`src/rtl/top_input_loader.sv`:
```
// ---------------------------------------------------------------------------
// top_input_loader
//
// Byte-serial front end of the Top pipeline. A contiguous i_start burst of
// 16 salt bytes followed by PW_LEN password bytes is assembled into parallel
// key material for the key-derivation core. After i_key_done, a second burst
// of 16 bytes is assembled into a message block for the cipher core. o_ien
// is the host-visible busy flag: its falling edge after the key handshake
// tells the host that message bytes may be sent.
//
// Ports:
//   clk          system clock, rising-edge active
//   rst_n        synchronous active-low reset
//   i_data       input byte, sampled while i_start=1
//   i_start      byte-valid strobe, held high for a whole burst
//   i_key_done   one-cycle pulse: salt/password consumed
//   i_msg_ack    one-cycle pulse: message consumed
//   o_salt       assembled salt, first byte in [127:120]
//   o_pw         assembled password, first byte in the MSB byte
//   o_key_valid  level: o_salt/o_pw complete and stable
//   o_msg        assembled message, first byte in [127:120]
//   o_msg_valid  level: o_msg complete and stable
//   o_ien        busy/running flag
//   o_err        one-cycle pulse on a truncated burst
// ---------------------------------------------------------------------------
module top_input_loader #(
    parameter int PW_LEN   = 15,
    parameter int SALT_LEN = 16,
    parameter int MSG_LEN  = 16
) (
    input  logic                clk,
    input  logic                rst_n,
    input  logic [7:0]          i_data,
    input  logic                i_start,
    input  logic                i_key_done,
    input  logic                i_msg_ack,
    output logic [127:0]        o_salt,
    output logic [PW_LEN*8-1:0] o_pw,
    output logic                o_key_valid,
    output logic [127:0]        o_msg,
    output logic                o_msg_valid,
    output logic                o_ien,
    output logic                o_err
);

    localparam int PW_W    = PW_LEN * 8;
    localparam int KEY_LEN = SALT_LEN + PW_LEN;

    typedef enum logic [2:0] {
        IDLE,
        LOAD_KEY,
        WAIT_KEY,
        WAIT_MSG,
        LOAD_MSG,
        HOLD_MSG,
        DONE
    } state_t;

    state_t         state_q, state_d;
    logic [5:0]     cnt_q, cnt_d;
    logic [127:0]   salt_q, salt_d;
    logic [PW_W-1:0] pw_q, pw_d;
    logic [127:0]   msg_q, msg_d;
    logic           key_valid_q, key_valid_d;
    logic           msg_valid_q, msg_valid_d;
    logic           ien_q, ien_d;
    logic           err_q, err_d;

    // Byte counter holds at its maximum instead of wrapping.
    function automatic logic [5:0] sat_inc(input logic [5:0] v);
        return (v == 6'h3F) ? v : v + 6'd1;
    endfunction

    // Shift-based assembly: the first byte ends up in the MSB byte once the
    // field is full. A shift works for any PW_LEN, including 1.
    function automatic logic [PW_W-1:0] pw_shift(input logic [PW_W-1:0] v,
                                                 input logic [7:0]      b);
        return (v << 8) | PW_W'(b);
    endfunction

    always_ff @(posedge clk) begin
        if (!rst_n) begin
            state_q     <= IDLE;
            cnt_q       <= '0;
            salt_q      <= '0;
            pw_q        <= '0;
            msg_q       <= '0;
            key_valid_q <= 1'b0;
            msg_valid_q <= 1'b0;
            ien_q       <= 1'b0;
            err_q       <= 1'b0;
        end else begin
            state_q     <= state_d;
            cnt_q       <= cnt_d;
            salt_q      <= salt_d;
            pw_q        <= pw_d;
            msg_q       <= msg_d;
            key_valid_q <= key_valid_d;
            msg_valid_q <= msg_valid_d;
            ien_q       <= ien_d;
            err_q       <= err_d;
        end
    end

    always_comb begin
        state_d     = state_q;
        cnt_d       = cnt_q;
        salt_d      = salt_q;
        pw_d        = pw_q;
        msg_d       = msg_q;
        key_valid_d = key_valid_q;
        msg_valid_d = msg_valid_q;
        ien_d       = ien_q;
        err_d       = 1'b0;

        case (state_q)
            IDLE: begin
                if (i_start) begin
                    salt_d  = {salt_q[119:0], i_data};
                    cnt_d   = 6'd1;
                    ien_d   = 1'b1;
                    state_d = LOAD_KEY;
                end
            end

            LOAD_KEY: begin
                if (i_start) begin
                    if (cnt_q < 6'(SALT_LEN)) begin
                        salt_d = {salt_q[119:0], i_data};
                    end else begin
                        pw_d = pw_shift(pw_q, i_data);
                    end
                    cnt_d = sat_inc(cnt_q);
                    // The edge carrying the last password byte also raises
                    // o_key_valid, so there is no extra cycle of latency.
                    if (cnt_q == 6'(KEY_LEN - 1)) begin
                        cnt_d       = '0;
                        key_valid_d = 1'b1;
                        state_d     = WAIT_KEY;
                    end
                end else begin
                    err_d   = 1'b1;
                    salt_d  = '0;
                    pw_d    = '0;
                    cnt_d   = '0;
                    ien_d   = 1'b0;
                    state_d = IDLE;
                end
            end

            // i_start is ignored here; a byte arriving with the handshake
            // pulse is dropped.
            WAIT_KEY: begin
                if (i_key_done) begin
                    key_valid_d = 1'b0;
                    ien_d       = 1'b0;
                    state_d     = WAIT_MSG;
                end
            end

            WAIT_MSG: begin
                if (i_start) begin
                    msg_d   = {msg_q[119:0], i_data};
                    cnt_d   = 6'd1;
                    ien_d   = 1'b1;
                    state_d = LOAD_MSG;
                end
            end

            LOAD_MSG: begin
                if (i_start) begin
                    msg_d = {msg_q[119:0], i_data};
                    cnt_d = sat_inc(cnt_q);
                    if (cnt_q == 6'(MSG_LEN - 1)) begin
                        cnt_d       = '0;
                        msg_valid_d = 1'b1;
                        state_d     = HOLD_MSG;
                    end
                end else begin
                    err_d   = 1'b1;
                    msg_d   = '0;
                    cnt_d   = '0;
                    ien_d   = 1'b0;
                    state_d = WAIT_MSG;
                end
            end

            HOLD_MSG: begin
                if (i_msg_ack) begin
                    msg_valid_d = 1'b0;
                    ien_d       = 1'b0;
                    state_d     = DONE;
                end
            end

            // Terminal until reset; everything is held.
            DONE: begin
                state_d = DONE;
            end

            default: begin
                state_d = IDLE;
            end
        endcase
    end

    assign o_salt      = salt_q;
    assign o_pw        = pw_q;
    assign o_msg       = msg_q;
    assign o_key_valid = key_valid_q;
    assign o_msg_valid = msg_valid_q;
    assign o_ien       = ien_q;
    assign o_err       = err_q;

endmodule

```
`config.mk`:
```
export PLATFORM = sky130hd
export DESIGN_NAME = top_input_loader
export DESIGN_NICKNAME = d
export VERILOG_FILES = /design/src/rtl/top_input_loader.sv
export SDC_FILE = /design/constraint.sdc
export NUM_CORES = 1
export LEC_CHECK = 0
export BUFFER_PORTS_ARGS = -buffer_cell sky130_fd_sc_hd__buf_4
export CORE_ASPECT_RATIO = 1.5
export CORE_MARGIN = 1
export CORE_UTILIZATION = 45
export CTS_CLUSTER_DIAMETER = 120
export DETAILED_ROUTE_END_ITERATION = 10
export GPL_TIMING_DRIVEN = 0
export PLACE_DENSITY_LB_ADDON = 0.3
export SLEW_MARGIN = 20
export SYNTH_ARGS = -nofsm -noshare
export SYNTH_HDL_FRONTEND = slang
export SYNTH_SLANG_ARGS = --single-unit
```
`constraint.sdc`:
```
create_clock -name clk -period 2.17 [get_ports clk]
set_input_delay 0.434 -clock clk [delete_from_list [all_inputs] [get_ports clk]]
set_output_delay 0.434 -clock clk [all_outputs]
set_load 0.02 [all_outputs]
```
Word-level counts from Yosys, hierarchy flattened
Index checks and enable logic that the tools add are counted.
{"block": "word_totals", "regBits": 389, "input_bits": 13, "out_inout_bits": 380, "elab_cells": 90}
{"block": "op_classes", "addsub": 1, "magnitude_cmp": 1, "n_eq_ne": 23, "muxes": 37, "bitwise": 1, "reduce_logical": 18}
{"op": "$mux W128", "n": 5}
{"op": "$pmux W128 S2", "n": 2}
{"op": "$mux W120", "n": 2}
{"op": "$or A120 B8 Y120", "n": 1}
{"op": "$mux W6", "n": 6}
{"op": "$mux W3", "n": 8}
{"op": "$pmux W3 S7", "n": 1}
{"op": "$ne A2 B2 Y1 const B", "n": 10}
{"op": "$pmux W6 S3", "n": 1}
{"op": "$eq A3 B3 Y1 const B", "n": 3}
{"op": "$mux W1", "n": 9}
{"op": "$ne A3 B3 Y1 const B", "n": 3}
{"op": "$reduce_and A2 Y1", "n": 4}
{"op": "$reduce_and A4 Y1", "n": 2}
{"op": "$reduce_bool A2 Y1", "n": 4}
{"op": "$add A6 B1 Y6 const B", "n": 1}
{"op": "$eq A3 B2 Y1 const B", "n": 2}
{"op": "$eq A6 B4 Y1 const B", "n": 1}
{"op": "$eq A6 B5 Y1 const B", "n": 1}
{"op": "$eq A6 B6 Y1 const B", "n": 1}
{"op": "$lt A6 B5 Y1 const B", "n": 1}
{"op": "$reduce_and A6 Y1", "n": 1}
{"op": "$reduce_and A5 Y1", "n": 1}
{"op": "$pmux W1 S2", "n": 2}
{"op": "other kinds (8)", "n": 9}

Logic depth before layout (Yosys ltp)
Gate-level depths: netlist of run 1.
{"block": "depth", "ltp_word": 5, "mapped_depth": 8, "ltp_nobuf": 5}

Worst setup path before layout of run 1
Ideal clock, no wire load.
{"block": "synth_path", "path_kind": "input-to-reg", "from": "input port i_start", "to": "register pw_q[19], in the netlist o_pw[19]", "setup_time_ns": 0.128, "arrival_ns": 1.543, "t_required_ns": 2.042, "path_slack_ns": 0.500, "cell_stages": 7, "path_buffers": 4, "cell_sequence": "buf_2 -> buf_2 -> a211o_1 -> buf_2 -> clkbuf_1 -> a22oi_1 -> nor2_1"}
{"block": "synth_between", "elab_chain_len": 2, "word_cells_on_any_way": 3, "classes_between": "eq/ne (1); mux (1); reduce/logical (1)"}
{"item": "from (decl)", "line": "34", "text": "input logic i_start,"}
{"item": "$ne A2 B2 Y1 (no source line)"}
{"item": "$reduce_and A2 Y1 (no source line)"}
{"item": "to (signal assigned)", "line": "96", "text": "pw_q <= pw_d;"}
{"item": "to (decl)", "line": "62", "text": "logic [PW_W-1:0] pw_q, pw_d;"}
Several ways; a longest one is shown, not always the timed one.
A chain may end at the register's enable or synchronous reset.

Worst setup path after layout of run 1
{"block": "layout_path", "from": "register cnt_q[5]", "to": "register pw_q[35], in the netlist o_pw[35]"}
{"block": "layout_between", "elab_chain_len": 3}
{"item": "from (decl)", "line": "60", "text": "logic [5:0] cnt_q, cnt_d;"}
{"item": "from (signal assigned)", "line": "94", "text": "cnt_q <= cnt_d;"}
{"item": "$lt A6 B5 Y1", "line": "128", "text": "if (cnt_q < 6'(SALT_LEN)) begin"}
{"item": "$ne A2 B2 Y1 (no source line)"}
{"item": "$reduce_and A2 Y1 (no source line)"}
No other way between the ends.

==> impl_results.md, run 1 <==
* Worst Hold Class: primary input to register
* Initial Util at 45.75%
* Max-slew headroom at 59.57%
* DR WL/cell at about 18 um
* Top-area cell type share of the netlist area at 56.44%
* Syn Std Cell Area at about 0.014 mm^2
* Post-Synth Simple-Gate Area at 16.83%
* Routed WL at ~44,000 um
* Via Count at ~13,000
* Die X at between 100 and 150 um
* Drt first pass iters at 5
* Detailed Place HPWL at between 30,000 and 40,000 um
* Final TNS setup at 0 ns
* Synth warnings at 0
* Worst slew pin tran at 0.6065 ns
* Core area at 0.03016 mm^2
* Tot GR Track Use at 26.83%
* CTS Buf Count at 38
* Synth area leaders: dfxtp_1 (56%), a22oi_1 (13%), nor2_1 (7.0%)
* Post-Synthesis Cells at 1,513
* Cell taking the most area after synthesis: dfxtp_1
* Sequential area share after synthesis at 56.44%
* Share of layout cells above drive strength 1 at 27.75%
* First-pass GRT wire length at between 60,000 and 70,000 um
* Die Area at about 0.031 mm^2
* Netlist cell types at 54
* IO Count at just under 400
* Pwr Density at between 800 and 900 mW/mm^2
* Crit Path Category: register to register
* Most frequent cell after synthesis: dfxtp_1
* Drc violations at 0
* XOR/XNOR Fraction of Synth Area at less than 1%
* Max_cap viols at 0
* CTS tree: yes
* Rows at 78
* WHS at 0.1544 ns
* Leak pwr at around 7.4 nW
* Post-CTS setup buffer count at 0
* Crit-path slowest cell: nor2_1
* CP required at 2.62 ns
* CP max FO at 10
* CP cell instances: nor2_1 -> a211o_1 -> buf_2 -> clkbuf_1 -> a22oi_1 -> nor2_1
* Nets at ~2,000
* Power Total at around 15 mW
* Sink Count at between 300 and 400
* Final Hold Fails at 0
* Placed standard-cell area at about 0.017 mm^2
* Port Buf Inserts at about 400
* H-tree depth at 2
* Compound-Gate Fraction of Synth Area at between 20% and 30%
* Fmax at a little over 500 MHz
* Crit end category: register
* Hold Buf Count CTS at 0
* Largest family of logic cells by synthesized area: compound AO/OA/AOI/OAI gates
* Minimum clock period at 1.972 ns
* Antenna Diode Count at 0
* Synth cell count leaders: dfxtp_1 (389), nor2_1 (257), a22oi_1 (248), a21oi_1 (136), nand2_1 (136)
* Starting DRT DRC Count at ~600
* Post-synth ARST share at 0%
* Peak supply drop at slightly above 600 uV
* Critical path's largest stage delay at 0.39 ns
* Area Overhead vs Synth at 33.84%
* Placed Cells at between 2,000 and 2,500
* Worst-path clk slew at roughly 0.07 ns
* Crit path DAT at around 2.4 ns
* Antenna viol nets, final at 0
* Max clock buf depth at 3
* Vias/cell at about 5.4
* RSZ-0062 raised after global routing: no
* Largest net degree at the start of global routing at 16
* Syn_area_per_cell at just over 9 um^2
* Post-Syn Nets at 1,528
* GPL Wtd Cong at ~0.94
* #FFs+latches synth at 389
* Total grt overflow at 0
* Outcome: finished clean
* Mux cell area share after synthesis at 0.2267%
* Die H at 216.5 um
* EDFF count, synth at 0
* Primary FF master, synth: dfxtp_1
* Root Driver: clkbuf_16
* Initial antenna violation count at 0
* Startpoint Class: register
* Skew final at 0.01027 ns
* Max-slew violations at 0
* Final Cell Area at 0.01847 mm^2
* Most used cell, CP: nor2_1
* Post-synthesis adder-cell area fraction at less than 1%
* Finish-stage setup viols at 0
* Vias in the first global route at 12,400
* Tcrit/Tclk final at between 90% and 100%
* Fin cells at roughly 2,400
* Clk_lat worst skew at about 0.53 ns
[what timing repair did]
action | 4_1_cts | 5_1_grt
endpoints found under the hold margin | 0 | 0
resized for setup | 0 | 2
endpoints found under the setup margin | 0 | 7
[layer usage]
layer  GRT usage [%]  share of wire [%]
met5               0                  0
met4           12.09                3.9
met3           7.095                7.1
met2           49.44                 52
met1           28.35                 37
[where the power goes]
group,leakage [nW],internal (mW),switching [mW],total (mW)
Combinational,3.69,0.311,0.834,1.14
Clock,0.606,3.84,2.75,6.59
Sequential,3.13,7.19,0.0504,7.24
Total,7.43,11.3,3.64,15.0
[metrics by stage]
stage | utilization, % | worst slack, ns
2_1_floorplan | - | 0.4997
3_3_place_gp | 57.14 | 0.0006559
3_5_place_dp | 57.14 | -0.04214
4_1_cts | 61.23 | 0.1172
5_1_grt | 61.24 | 0.02957
6_report | 61.24 | 0.1983
[layout make-up]
| class | count | area (um^2) |
|---|---|---|
| Buffer | 146 | 788.3 |
| Clock buffer | 53 | 1079 |
| Clock inverter | 14 | 153.9 |
| Fill cell | 2632 | 11690 |
| Inverter | 5 | 18.77 |
| Multi-Input combinational cell | 973 | 5204 |
| Sequential cell | 389 | 7787 |
| Tap cell | 400 | 500.5 |
| Timing Repair Buffer | 391 | 2935 |
[path summary, 6_finish.rpt]
kind	start	end	slack (ns)	depth (start not counted)
worst min register to register	o_salt[126]	o_salt[126]	0.46	2
worst min-delay path	rst_n	o_ien	0.15	2
worst max-delay path	cnt_q[5]	o_pw[35]	0.20	6
worst max register to register	cnt_q[5]	o_pw[35]	0.20	6
[cells in the final DEF (no fill, tap or decap), types with 11 or more instances in the layout]
cell         n
clkbuf_1    64
nand3_1    131
buf_4      393
nand2_1    136
a22oi_1    248
clkbuf_16   39
nor2_1     257
buf_8       11
a21oi_1    136
buf_2       74
dfxtp_1    389
[cells by family after synthesis]
| family | count (synthesis) |
|---|---|
| DFF | 389 |
| adders and majority gates | 2 |
| AOI/OAI and AO/OA | 417 |
| buffers and inverters | 151 |
| muxes | 3 |
| xor gates and xnor gates | 1 |
| and+or+nand+nor | 550 |
[sequential cells by signal, indices dropped and copies added, names as in the netlist]
register	cells
cnt_q	6
o_err	1
o_ien	1
o_key_valid	1
o_msg	128
o_msg_valid	1
o_pw	120
o_salt	128
state_q	3
[critical path, delay by kind of cell, from the launching register on]
family / cells / cell delay [ns]
compound gates: 2 / 0.38
simple gates: 2 / 0.52
flops: 1 / 0.35
buf+inv: 2 / 0.64
(Power assumes the default switching activity.)
==> run 2, diff against run 1 <==
HOLD_SLACK_MARGIN = 0.08   (was unset)
clock period = 2.42 ns   (was 2.17 ns; I/O delays follow)
==> run 2 against run 1 <==
Net effect: worst setup slack gained 0.16 ns; power shrank 10%; final cell count is the same; non-clock buffer count is the same; register-to-register slack gained 0.16 ns; global-route usage is the same; die area is the same; combinational power shrank 9.6%; via count shrank 0.32%; clock skew shrank 0.0020 ns; utilization is essentially flat; design area is essentially flat; critical path type unchanged; largest cell class unchanged; highest routed layer unchanged.
==> impl_results.md, run 2 (synthesis gave the netlist of run 1 again) <==
* Nets at 1,959 (unchanged)
* Fin cells at 2,371 (unchanged)
* Drt first pass iters at 5 (unchanged)
* Tot GR Track Use at 26.83% (unchanged)
* Clk_lat worst skew at 0.53 ns (about the same)
* Crit path DAT at 2.51 ns (+0.08 ns)
* Tcrit/Tclk final at 85.19% (-5.7 points)
* Final Cell Area at 0.01847 mm^2 (about the same)
* Detailed Place HPWL at 32,810 um (unchanged)
* Post-CTS sizing at 0 (unchanged)
* Most common cell after layout, fill and taps aside: buf_4
* Largest net degree at the start of global routing at 16 (unchanged)
* R2r setup slk at 0.36 ns (+0.16 ns)
* Finish-stage setup viols at 0 (unchanged)
* Die Area at 0.03138 mm^2 (unchanged)
* Routed WL at 43,520 um (-0.18%)
* CP required at 2.87 ns (+0.25 ns)
* Minimum clock period at 2.062 ns (+0.08983 ns)
* Final core occ at 61.23% (about the same)
* CTS Buf Count at 38 (unchanged)
* Final TNS setup at 0 ns (unchanged)
* Outcome: finished clean
* Max-slew violations at 0 (unchanged)
* Startpoint Class: register
* Sink Count at 389 (unchanged)
* Worst Hold Class: primary input to register
* Starting DRT DRC Count at 563 (-4.4%)
* Max-slew headroom at 59.65% (+0.086 points)
* Antenna viol nets, final at 0 (unchanged)
* WHS at 0.2042 ns (+0.04985 ns)
* Power Total at 13.42 mW (-10%)
* Pwr Density at 726.8 mW/mm^2 (-10%)
* Vias in the first global route at 12,400 (unchanged)
* DR WL/cell at 18.36 um (-0.18%)
* Max_cap viols at 0 (unchanged)
* GPL Wtd Cong at 0.9440 (unchanged)
* Pre-CTS setup slack at 0.1579 ns (+0.2000 ns)
* Drc violations at 0 (unchanged)
* Placed standard-cell area at 0.01723 mm^2 (unchanged)
* Hold Buf Count CTS at 0 (unchanged)
* Skew final at 0.008275 ns (-0.002000 ns)
* Initial Util at 45.75% (unchanged)
* First-pass GRT wire length at 67,780 um (unchanged)
* Max clock buf depth at 3 (unchanged)
* Peak supply drop at 554.7 uV (-9.7%)
* Share of layout cells above drive strength 1 at 27.70% (-0.051 points)
* IO Count at 393 (unchanged)
* Final Hold Fails at 0 (unchanged)
* Rows at 78 (unchanged)
* RSZ-0062 raised after global routing: no
* CTS tree: yes
* Initial antenna violation count at 0 (unchanged)
* Port Buf Inserts at 391 (unchanged)
* Post-route setup slack at 0.3585 ns (+0.1602 ns)
* H-tree depth at 2 (unchanged)
* Placed Cells at 2,304 (unchanged)
* Fmax at 485.1 MHz (-4.4%)
* Vias/cell at 5.431 (-0.32%)
* Antenna Diode Count at 0 (unchanged)
* Area Overhead vs Synth at 33.84% (about the same)
* Die X at 145.0 um (unchanged)
* Crit Path Category: register to register
* Worst-path clk slew at 0.06 ns (about the same)
* Die H at 216.5 um (unchanged)
* Crit end category: register
* Post-CTS setup buffer count at 0 (unchanged)
* CP max FO at 10 (unchanged)
* Total grt overflow at 0 (unchanged)
* Via Count at 12,880 (-0.32%)
* Leak pwr at 7.425 nW (about the same)
* Commonest non-fill, non-tap cells in the layout: buf_4 (393), dfxtp_1 (389), nor2_1 (257), a22oi_1 (248)
* Root Driver: clkbuf_16
* Core area at 0.03016 mm^2 (unchanged)
* Worst slew pin tran at 0.6052 ns (-0.001288 ns)
==> run 2: cell counts in the layout (fill, tap and decap cells not counted) <==
No cell type changed its count.
==> run 2: area by class of cell <==
| type | instances | area, um^2 |
|---|---|---|
| clock buffer | 53 | 1079 |
| sequential | 389 | 7787 |
| multi-input combinational | 973 | 5204 |
| clock inverter | 14 | 153.9 |
| tap | 400 | 500.5 |
| fill | 2633 | 11690 |
| inverter | 5 | 18.77 |
| buffer | 146 | 787.0 |
| timing repair buffer | 391 | 2935 |
==> run 2: final timing paths <==
kind / from / endpoint / depth (start not counted)
hold / removal: rst_n / o_ien / 2
setup / recovery: state_q[1] / o_salt[71] / 7
hold reg to reg: o_salt[126] / o_salt[126] / 2
setup reg to reg: state_q[1] / o_salt[71] / 7
==> run 2: power breakdown <==
part	internal (mW)	switching, mW
logic	0.278	0.747
clock network	3.44	2.46
registers	6.45	0.0451
total	10.2	3.25
==> run 2: worst max-delay path, stage by stage, from the launching register on <==
cell and delay, ns:
dfxtp_1 0.45, buf_2 0.27, nor2_1 0.09, nand2_1 0.09, clkbuf_1 0.44, buf_2 0.32
nand3_1 0.15, a21oi_1 0.17
==> run 2: layer usage <==
| layer | global-route usage, % | up-vias | part of all wire (%) |
|---|---|---|---|
| met2 | 49.44 | 436 | 52 |
| li1 | - | 6212 | - |
| met1 | 28.35 | 6136 | 37 |
| met5 | 0 | - | 0 |
| met3 | 7.095 | 94 | 7.0 |
| met4 | 12.09 | 0 | 3.9 |
